$ cat config.mk
export PLATFORM = sky130hd
export DESIGN_NAME = pixel_packer
export DESIGN_NICKNAME = d
export VERILOG_FILES = /design/src/rtl/pixel_stream_pkg.sv /design/src/rtl/stream_fifo2.sv /design/src/rtl/pixel_packer.sv
export SDC_FILE = /design/constraint.sdc
export NUM_CORES = 1
export LEC_CHECK = 0
export BUFFER_PORTS_ARGS = -buffer_cell sky130_fd_sc_hd__buf_2
export CORE_MARGIN = 5
export CORE_UTILIZATION = 64
export CTS_BUF_LIST = sky130_fd_sc_hd__clkbuf_8
export CTS_CLUSTER_SIZE = 10
export DETAILED_ROUTE_END_ITERATION = 8
export PLACE_DENSITY = 0.91
export SLEW_MARGIN = 40
export SYNTH_ARGS = -nofsm -noshare
export SYNTH_HDL_FRONTEND = slang
export SYNTH_SLANG_ARGS = --single-unit
$ cat constraint.sdc
create_clock -name clk -period 6.1 [get_ports clk]
set_clock_uncertainty 0.2 [all_clocks]
set_input_delay 0 -clock clk [delete_from_list [all_inputs] [get_ports clk]]
set_output_delay 0 -clock clk [all_outputs]
set_load 0.05 [all_outputs]
$ cat src/rtl/pixel_stream_pkg.sv
// Shared definitions for the pixel stream path: host word geometry, lane math
// and the packed-word record carried between packer and serializer.
package pixel_stream_pkg;

  localparam int HOST_LOGBITS = 6;
  localparam int HOST_WIDTH   = 1 << HOST_LOGBITS;
  localparam int MIN_INLOGBITS = 3;

  function automatic int ratio(input int inlog, input int outlog);
    return 1 << (outlog - inlog);
  endfunction

  // Wide enough to hold RATIO itself, not just RATIO-1.
  function automatic int count_bits(input int inlog, input int outlog);
    return outlog - inlog + 1;
  endfunction

  // Host-width record sized for the narrowest legal element; the packer
  // declares its own instance of the same layout at its parameterised widths.
  typedef struct packed {
    logic [HOST_WIDTH-1:0]                             data;
    logic                                              last;
    logic [HOST_LOGBITS-MIN_INLOGBITS:0]               count;
  } host_word_t;

endpackage

$ cat src/rtl/stream_fifo2.sv
// Two-entry register FIFO; push_ready depends only on occupancy, so upstream
// ready never has a combinational path from pop_ready.
module stream_fifo2 #(
  parameter int DW = 8
) (
  input  logic          clk,
  input  logic          rst,
  input  logic          push_valid,
  output logic          push_ready,
  input  logic [DW-1:0] push_data,
  output logic          pop_valid,
  input  logic          pop_ready,
  output logic [DW-1:0] pop_data
);

  logic [DW-1:0] slot0;
  logic [DW-1:0] slot1;
  logic [1:0]    occ;
  logic          push;
  logic          pop;

  assign push_ready = (occ != 2'd2);
  assign pop_valid  = (occ != 2'd0);
  assign pop_data   = slot0;
  assign push       = push_valid && push_ready;
  assign pop        = pop_valid && pop_ready;

  // slot0 is always the head; slot1 only holds data when occ == 2.
  always_ff @(posedge clk) begin
    if (rst) begin
      slot0 <= '0;
      slot1 <= '0;
      occ   <= 2'd0;
    end else begin
      case ({push, pop})
        2'b10: begin
          if (occ == 2'd0) slot0 <= push_data;
          else             slot1 <= push_data;
          occ <= occ + 2'd1;
        end
        2'b01: begin
          slot0 <= slot1;
          occ   <= occ - 2'd1;
        end
        2'b11: begin
          if (occ == 2'd1) begin
            slot0 <= push_data;
          end else begin
            slot0 <= slot1;
            slot1 <= push_data;
          end
        end
        default: ;
      endcase
    end
  end

endmodule

$ cat src/rtl/pixel_packer.sv
// Packs narrow pixel elements into host words, lane 0 in the LSBs, with
// in_last flushing a partial word and a 2-entry buffer on the output side.
module pixel_packer
  import pixel_stream_pkg::*;
#(
  parameter int INLOGBITS  = 5,
  parameter int OUTLOGBITS = HOST_LOGBITS,
  localparam int W     = 1 << INLOGBITS,
  localparam int OW    = 1 << OUTLOGBITS,
  localparam int RATIO = ratio(INLOGBITS, OUTLOGBITS),
  localparam int CW    = count_bits(INLOGBITS, OUTLOGBITS)
) (
  input  logic          clk,
  input  logic          rst,
  input  logic          in_valid,
  output logic          in_ready,
  input  logic [W-1:0]  in_data,
  input  logic          in_last,
  output logic          out_valid,
  input  logic          out_ready,
  output logic [OW-1:0] out_data,
  output logic          out_last,
  output logic [CW-1:0] out_count,
  output logic [31:0]   words_out
);

  localparam int LW = CW - 1;
  localparam logic [LW-1:0] LANE_MAX = LW'(RATIO - 1);

  typedef struct packed {
    logic [OW-1:0] data;
    logic          last;
    logic [CW-1:0] count;
  } word_t;

  logic [OW-1:0] acc;
  logic [LW-1:0] lane;
  word_t         next_word;
  word_t         head;
  logic          fifo_ready;
  logic          accept;
  logic          commit;

  // Handshake: a transfer happens on any cycle where valid && ready are both
  // high, on either side; nothing else qualifies it.
  assign in_ready = !rst && fifo_ready;
  assign accept   = in_valid && in_ready;
  assign commit   = accept && (in_last || lane == LANE_MAX);

  // Lanes above the current one are still zero because acc clears on commit.
  always_comb begin
    next_word.data = acc;
    for (int k = 0; k < RATIO; k++) begin
      if (lane == LW'(k)) next_word.data[k*W +: W] = in_data;
    end
    next_word.last  = in_last;
    next_word.count = CW'(lane) + CW'(1);
  end

  always_ff @(posedge clk) begin
    if (rst) begin
      acc       <= '0;
      lane      <= '0;
      words_out <= 32'd0;
    end else begin
      if (accept) begin
        if (commit) begin
          acc  <= '0;
          lane <= '0;
        end else begin
          acc  <= next_word.data;
          lane <= lane + LW'(1);
        end
      end
      if (out_valid && out_ready) words_out <= words_out + 32'd1;
    end
  end

  stream_fifo2 #(
    .DW($bits(word_t))
  ) u_fifo (
    .clk        (clk),
    .rst        (rst),
    .push_valid (commit),
    .push_ready (fifo_ready),
    .push_data  (next_word),
    .pop_valid  (out_valid),
    .pop_ready  (out_ready),
    .pop_data   (head)
  );

  assign out_data  = head.data;
  assign out_last  = head.last;
  assign out_count = head.count;

endmodule
* After elaboration in Yosys (flattened, before gate mapping)
Index checks and enable logic that the tools add are counted.
W data, S select, Z words.
** Word-level totals
- Word-level logic and storage cells :: 44
- Register bits after elaboration :: 233
- Input port bits :: 37
- Output and inout port bits :: 101
** Cells by class
- Multiplexer cells :: 11
- Reductions and logical operators :: 14
- Equal/unequal tests :: 8
- $add $sub $neg :: 5
** Operators with widths (count)
- $mux W67 :: 4
- $pmux W67 S3 :: 1
- $pmux W67 S2 :: 1
- $mux W32 :: 2
- $mux W64 :: 1
- $add A32 B1 Y32 const B :: 1
- $ne A2 B2 Y1 const B :: 3
- $reduce_bool A2 Y1 :: 3
- $logic_and A1 B1 Y1 :: 5
- $eq A2 B1 Y1 const B :: 2
- $eq A2 B2 Y1 const B :: 2
- $pmux W2 S2 :: 1
- $reduce_and A3 Y1 :: 1
- $reduce_bool A3 Y1 :: 1
- $add A1 B1 Y2 const B :: 1
- $add A2 B1 Y2 const B :: 1
- $logic_not A2 Y1 :: 1
- $ne A2 B1 Y1 const B :: 1
- $reduce_and A2 Y1 :: 1
- $sub A2 B1 Y2 const B :: 1
- $add A1 B1 Y1 const B :: 1
- $logic_not A1 Y1 :: 1
- $logic_or A1 B1 Y1 :: 1
- $mux W1 :: 1

* Depth between registers and ports, before layout
- Word-level depth :: 8
- Mapped depth :: 14
- Gate-level depth less buffers :: 10

* Hierarchy
From an unflattened synthesis, not the netlist that was laid out.
** Second synthesis, totals
- Cells, all modules :: 1217
- Area, all modules :: 10881.7 um^2
** Modules (own cells, without submodules)
- stream_fifo2 :: area an instance 6622.6 um^2, seq. area each 2722.6 um^2, cells each 754, times used 1
- pixel_packer :: area an instance 4259.1 um^2, seq. area each 1941.9 um^2, cells each 463, times used 1

* Worst setup path before layout
OpenSTA, ideal clock, no wires.
- Path kind :: register to register
- From :: register u_fifo.occ[0]
- To :: register u_fifo.slot1[39]
- Data required time :: 5.766 ns
- Arrival time :: 2.443 ns
- Setup slack :: 3.323 ns
- Buffers on the path :: 6
- Cell stages (with the launch flop) :: 14
- Library setup time :: 0.134 ns
- Period minus slack after synthesis :: 2.777 ns
- Cell sequence :: dfxtp_1 inv_1 ha_1 clkbuf_1 nand2b_1 clkbuf_1 clkbuf_1 ha_1 a31o_2 and2_1 clkbuf_1 buf_2 buf_2 a211oi_1
** On the way
- Word-level cells in the longest chain between the ends :: 8
- Elaborated cells on any way between the ends :: 16
- Those cells by class :: eq/ne (6); mux (1); reduce/logical (9)
** Ends and longest elaborated chain
- start, declared :: RTL line stream_fifo2.sv:18 : logic [1:0] occ;
- start signal, assigned :: RTL line stream_fifo2.sv:39 : occ <= occ + 2'd1;
- start signal, assigned :: RTL line stream_fifo2.sv:43 : occ <= occ - 2'd1;
- $ne A2 B2 Y1 :: RTL line stream_fifo2.sv:22 : assign push_ready = (occ != 2'd2);
- $logic_and A1 B1 Y1 :: RTL line pixel_packer.sv:46 : assign in_ready = !rst && fifo_ready;
- $logic_and A1 B1 Y1 :: RTL line pixel_packer.sv:47 : assign accept = in_valid && in_ready;
- $logic_and A1 B1 Y1 :: RTL line pixel_packer.sv:48 : assign commit = accept && (in_last || lane == LANE_MAX);
- $logic_and A1 B1 Y1 :: RTL line stream_fifo2.sv:25 : assign push = push_valid && push_ready;
- $eq A2 B2 Y1 :: RTL line stream_fifo2.sv:35 : case ({push, pop})
- $ne A2 B2 Y1 (no source line) or $reduce_bool A2 Y1 (tied branches)
- $reduce_and A3 Y1 (no source line)
- end signal, assigned :: RTL line stream_fifo2.sv:38 : else slot1 <= push_data;
- end signal, assigned :: RTL line stream_fifo2.sv:50 : slot1 <= push_data;
- end, declared :: RTL line stream_fifo2.sv:17 : logic [DW-1:0] slot1;
Several ways; a longest one is shown, not always the timed one.
A chain may end at the register's enable or synchronous reset.

* Worst setup path in the final report
- From :: register u_fifo.occ[1]
- To :: register u_fifo.slot1[2]
The elaborated chain is that of the path after synthesis.

==> metrics <==
run status=completed; sequential fraction of the synthesis area=0.466; vias per std cell=approximately 6.6; layout filler cell count=~900; post-layout util=0.804; die area=0.0182 mm²; RSZ-0062 raised after global routing=false; chip height=between 100 and 150 µm; Leak Pwr=4.36 nW; core footprint=0.0153 mm²; Ant. Diodes=0; CP startpoint kind=flop; Initial Util=0.656; Final period util=0.708; Die W=135 µm; VDD IR max=0.242 mV; register area=0.00467 mm²; cts bufs inserted=38; Nets=1329; Area growth syn-to-layout=22.6%; syn avg cell area=8.90 µm²; DP HPWL=15700 µm; initial antenna violation count=0; Cell variety after synth=45; CTS clock-pin slew for the worst setup and hold paths=0.06 ns; Port Buffers=~140; iteration-0 DRC count of the detailed router=about 1100; root buffer cell=clkbuf_8; Synth Instances=1124; post-cts sizing count=0; Top FF cell, synth=dfxtp_1; ys async rst share=0; layout cells sized above 1=0.168; Rel. slew slack=0.434; GRT Residual Overflow=0; Worst Path Max Fanout=67; total internal power=2.73 mW; CTS tree=built; drt pass-1 iters=7; I/O pin total=138; # Max-Cap Violations=0; PwrDens=361 mW/mm²; H-tree levels=2; most common cell after layout, fill and taps aside=dfxtp_1; Routed WL per cell=20.6 µm; Worst Path Required=6.39 ns; met3 Use GR=0.0905; setup_tns=0 ns; met1 usage=0.427; most frequent cells in the layout=dfxtp_1 (232), a21oi_1 (184), buf_2 (136), nand2_1 (117), nand3_1 (106); Syn. warnings=0; WL final=31300 µm; crit end category=flop; later-pin clock latency in the skew report=0.54 ns; GP Congestion=0.847; Fin. Hold Viols=0; share of total power in sequential cells=0.392; Multi-input gate area=0.00486 mm²; Synth Register Bits=233; actual slew at the worst max-slew pin=0.849 ns; first-pass GRT wire length=roughly 50000 µm; GRT busiest layer=met2; clock tree sinks=~230; Rows=45; endpoints failing setup=0; vias=10060; Pins Over Slew Limit=0; Max Fclk=0.231 GHz; Combinational Power Share=0.303; met2 Resource Use GR=0.529; largest net degree at the start of global routing=121; clk buf depth=3; number of flops mapped to enable cells by yosys=0; CP Class=reg2reg; number of remaining DRC errors=0; Mapped Nets=1167; Switch Pwr=1.69 mW; switching part of the total=0.383; HP Class=in2reg; total global-route track usage=0.333; crit path DAT=4.61 ns; clock network fraction of total power=0.306; Post-Syn Area=0.0100 mm²; Total Power=roughly 4.4 mW; vias in the first global route=9709; Final ANT Viol Nets=0; min Tclk post-route=between 4 and 5 ns
## worst paths after layout
check,startpoint,endpoint,slack [ns],depth (start not counted)
setup reg to reg,u_fifo.occ[1],u_fifo.slot1[2],1.78,10
setup / recovery,u_fifo.occ[1],u_fifo.slot1[2],1.78,10
hold / removal,in_valid,lane,0.06,4
hold reg to reg,u_fifo.slot1[23],u_fifo.pop_data[23],0.25,2
## registers in the layout, indices dropped and copies added (netlist names)
name	cells
acc	64
lane	1
u_fifo.occ	2
u_fifo.pop_data	67
u_fifo.slot1	67
words_out	32
## metrics by stage
stage	cells	hold slack (ns)	cell area (µm²)	worst slack, ns
after floorplan	1124	-0.0481	10000	3.32
after global placement	1372	0.0784	10600	2.24
after detailed placement	1373	0.0925	10700	2.18
after CTS	1520	0.0410	12200	1.96
after global routing	1521	0.0638	12300	1.59
final	1521	0.0635	12300	1.78
## layer usage
metal	routed length [µm]	vias to the layer above
met4	1320	0
met1	11800	4712
met2	14400	738
met5	0	-
li1	-	4478
met3	3770	132
## what timing repair did
item | in CTS | in global routing
hold endpoints to repair | 198 | 0
hold buffers | 83 | 0
buffers inserted | 0 | 0
## power groups by stage
stage	combinational (mW)	sequential, mW	clock [mW]
after global placement	1.18	1.75	0
after detailed placement	1.21	1.76	0
after global routing	1.40	1.74	1.42
after CTS	1.26	1.73	1.34
after floorplan	0.793	1.86	0
final	1.34	1.73	1.35
## cells in the mapped netlist (2+ instances only)
cell | number | area [µm²]
a211oi_1 | 65 | 488
a21oi_1 | 185 | 926
a31o_2 | 2 | 17.5
a31oi_1 | 4 | 25.0
and2_1 | 35 | 219
and3_1 | 5 | 31.3
and4_1 | 4 | 35.0
and4b_1 | 2 | 20.0
buf_1 | 6 | 22.5
buf_2 | 21 | 105
buf_6 | 5 | 56.3
clkbuf_1 | 81 | 304
dfxtp_1 | 233 | 4660
ha_1 | 6 | 75.1
inv_1 | 9 | 33.8
inv_2 | 2 | 7.51
mux2i_1 | 64 | 641
nand2_1 | 117 | 439
nand2b_1 | 4 | 25.0
nand3_1 | 106 | 531
nand4_1 | 8 | 50.1
nand4b_1 | 4 | 35.0
nor2_1 | 16 | 60.1
nor3_1 | 4 | 20.0
nor4_1 | 5 | 31.3
o21ai_0 | 12 | 60.1
o31ai_1 | 9 | 67.6
o32a_1 | 64 | 641
o41ai_1 | 2 | 17.5
or3_1 | 11 | 68.8
or4_1 | 9 | 67.6
xnor2_1 | 5 | 43.8
xor2_1 | 7 | 61.3
## cells by family (layout without fill, tap and decap cells)
kind of cell               Yosys count  in the layout  synth area share
AOI/OAI and AO/OA                  349            349             0.230
and+or+nand+nor                    335            335             0.168
DFF                                233            233             0.466
buffers and inverters              125            311            0.0537
muxes                               64             64            0.0640
xor gates and xnor gates            12             12            0.0105
adders and majority gates            6              6           0.00750
## final cells by class
| cell class | instances | area share |
|---|---|---|
| multi-input cells | 766 | 0.396 |
| clock inverters | 17 | 0.00796 |
| well taps | 211 | 0.0215 |
| flip-flops and latches | 233 | 0.381 |
| repair buffers | 236 | 0.137 |
| clock buffers | 47 | 0.0527 |
| inverters | 11 | 0.00337 |
## critical path, stage by stage, from the launching register on
cell	delay, ns
dfxtp_1	0.31
inv_1	0.11
ha_1	0.45
nand2b_2	0.71
ha_1	0.28
a31o_2	0.12
buf_4	0.63
nand4b_1	0.18
dlygate4sd3_1	0.62
o21ai_0	0.08
dlygate4sd3_1	0.56
(Power assumes the default switching activity.)
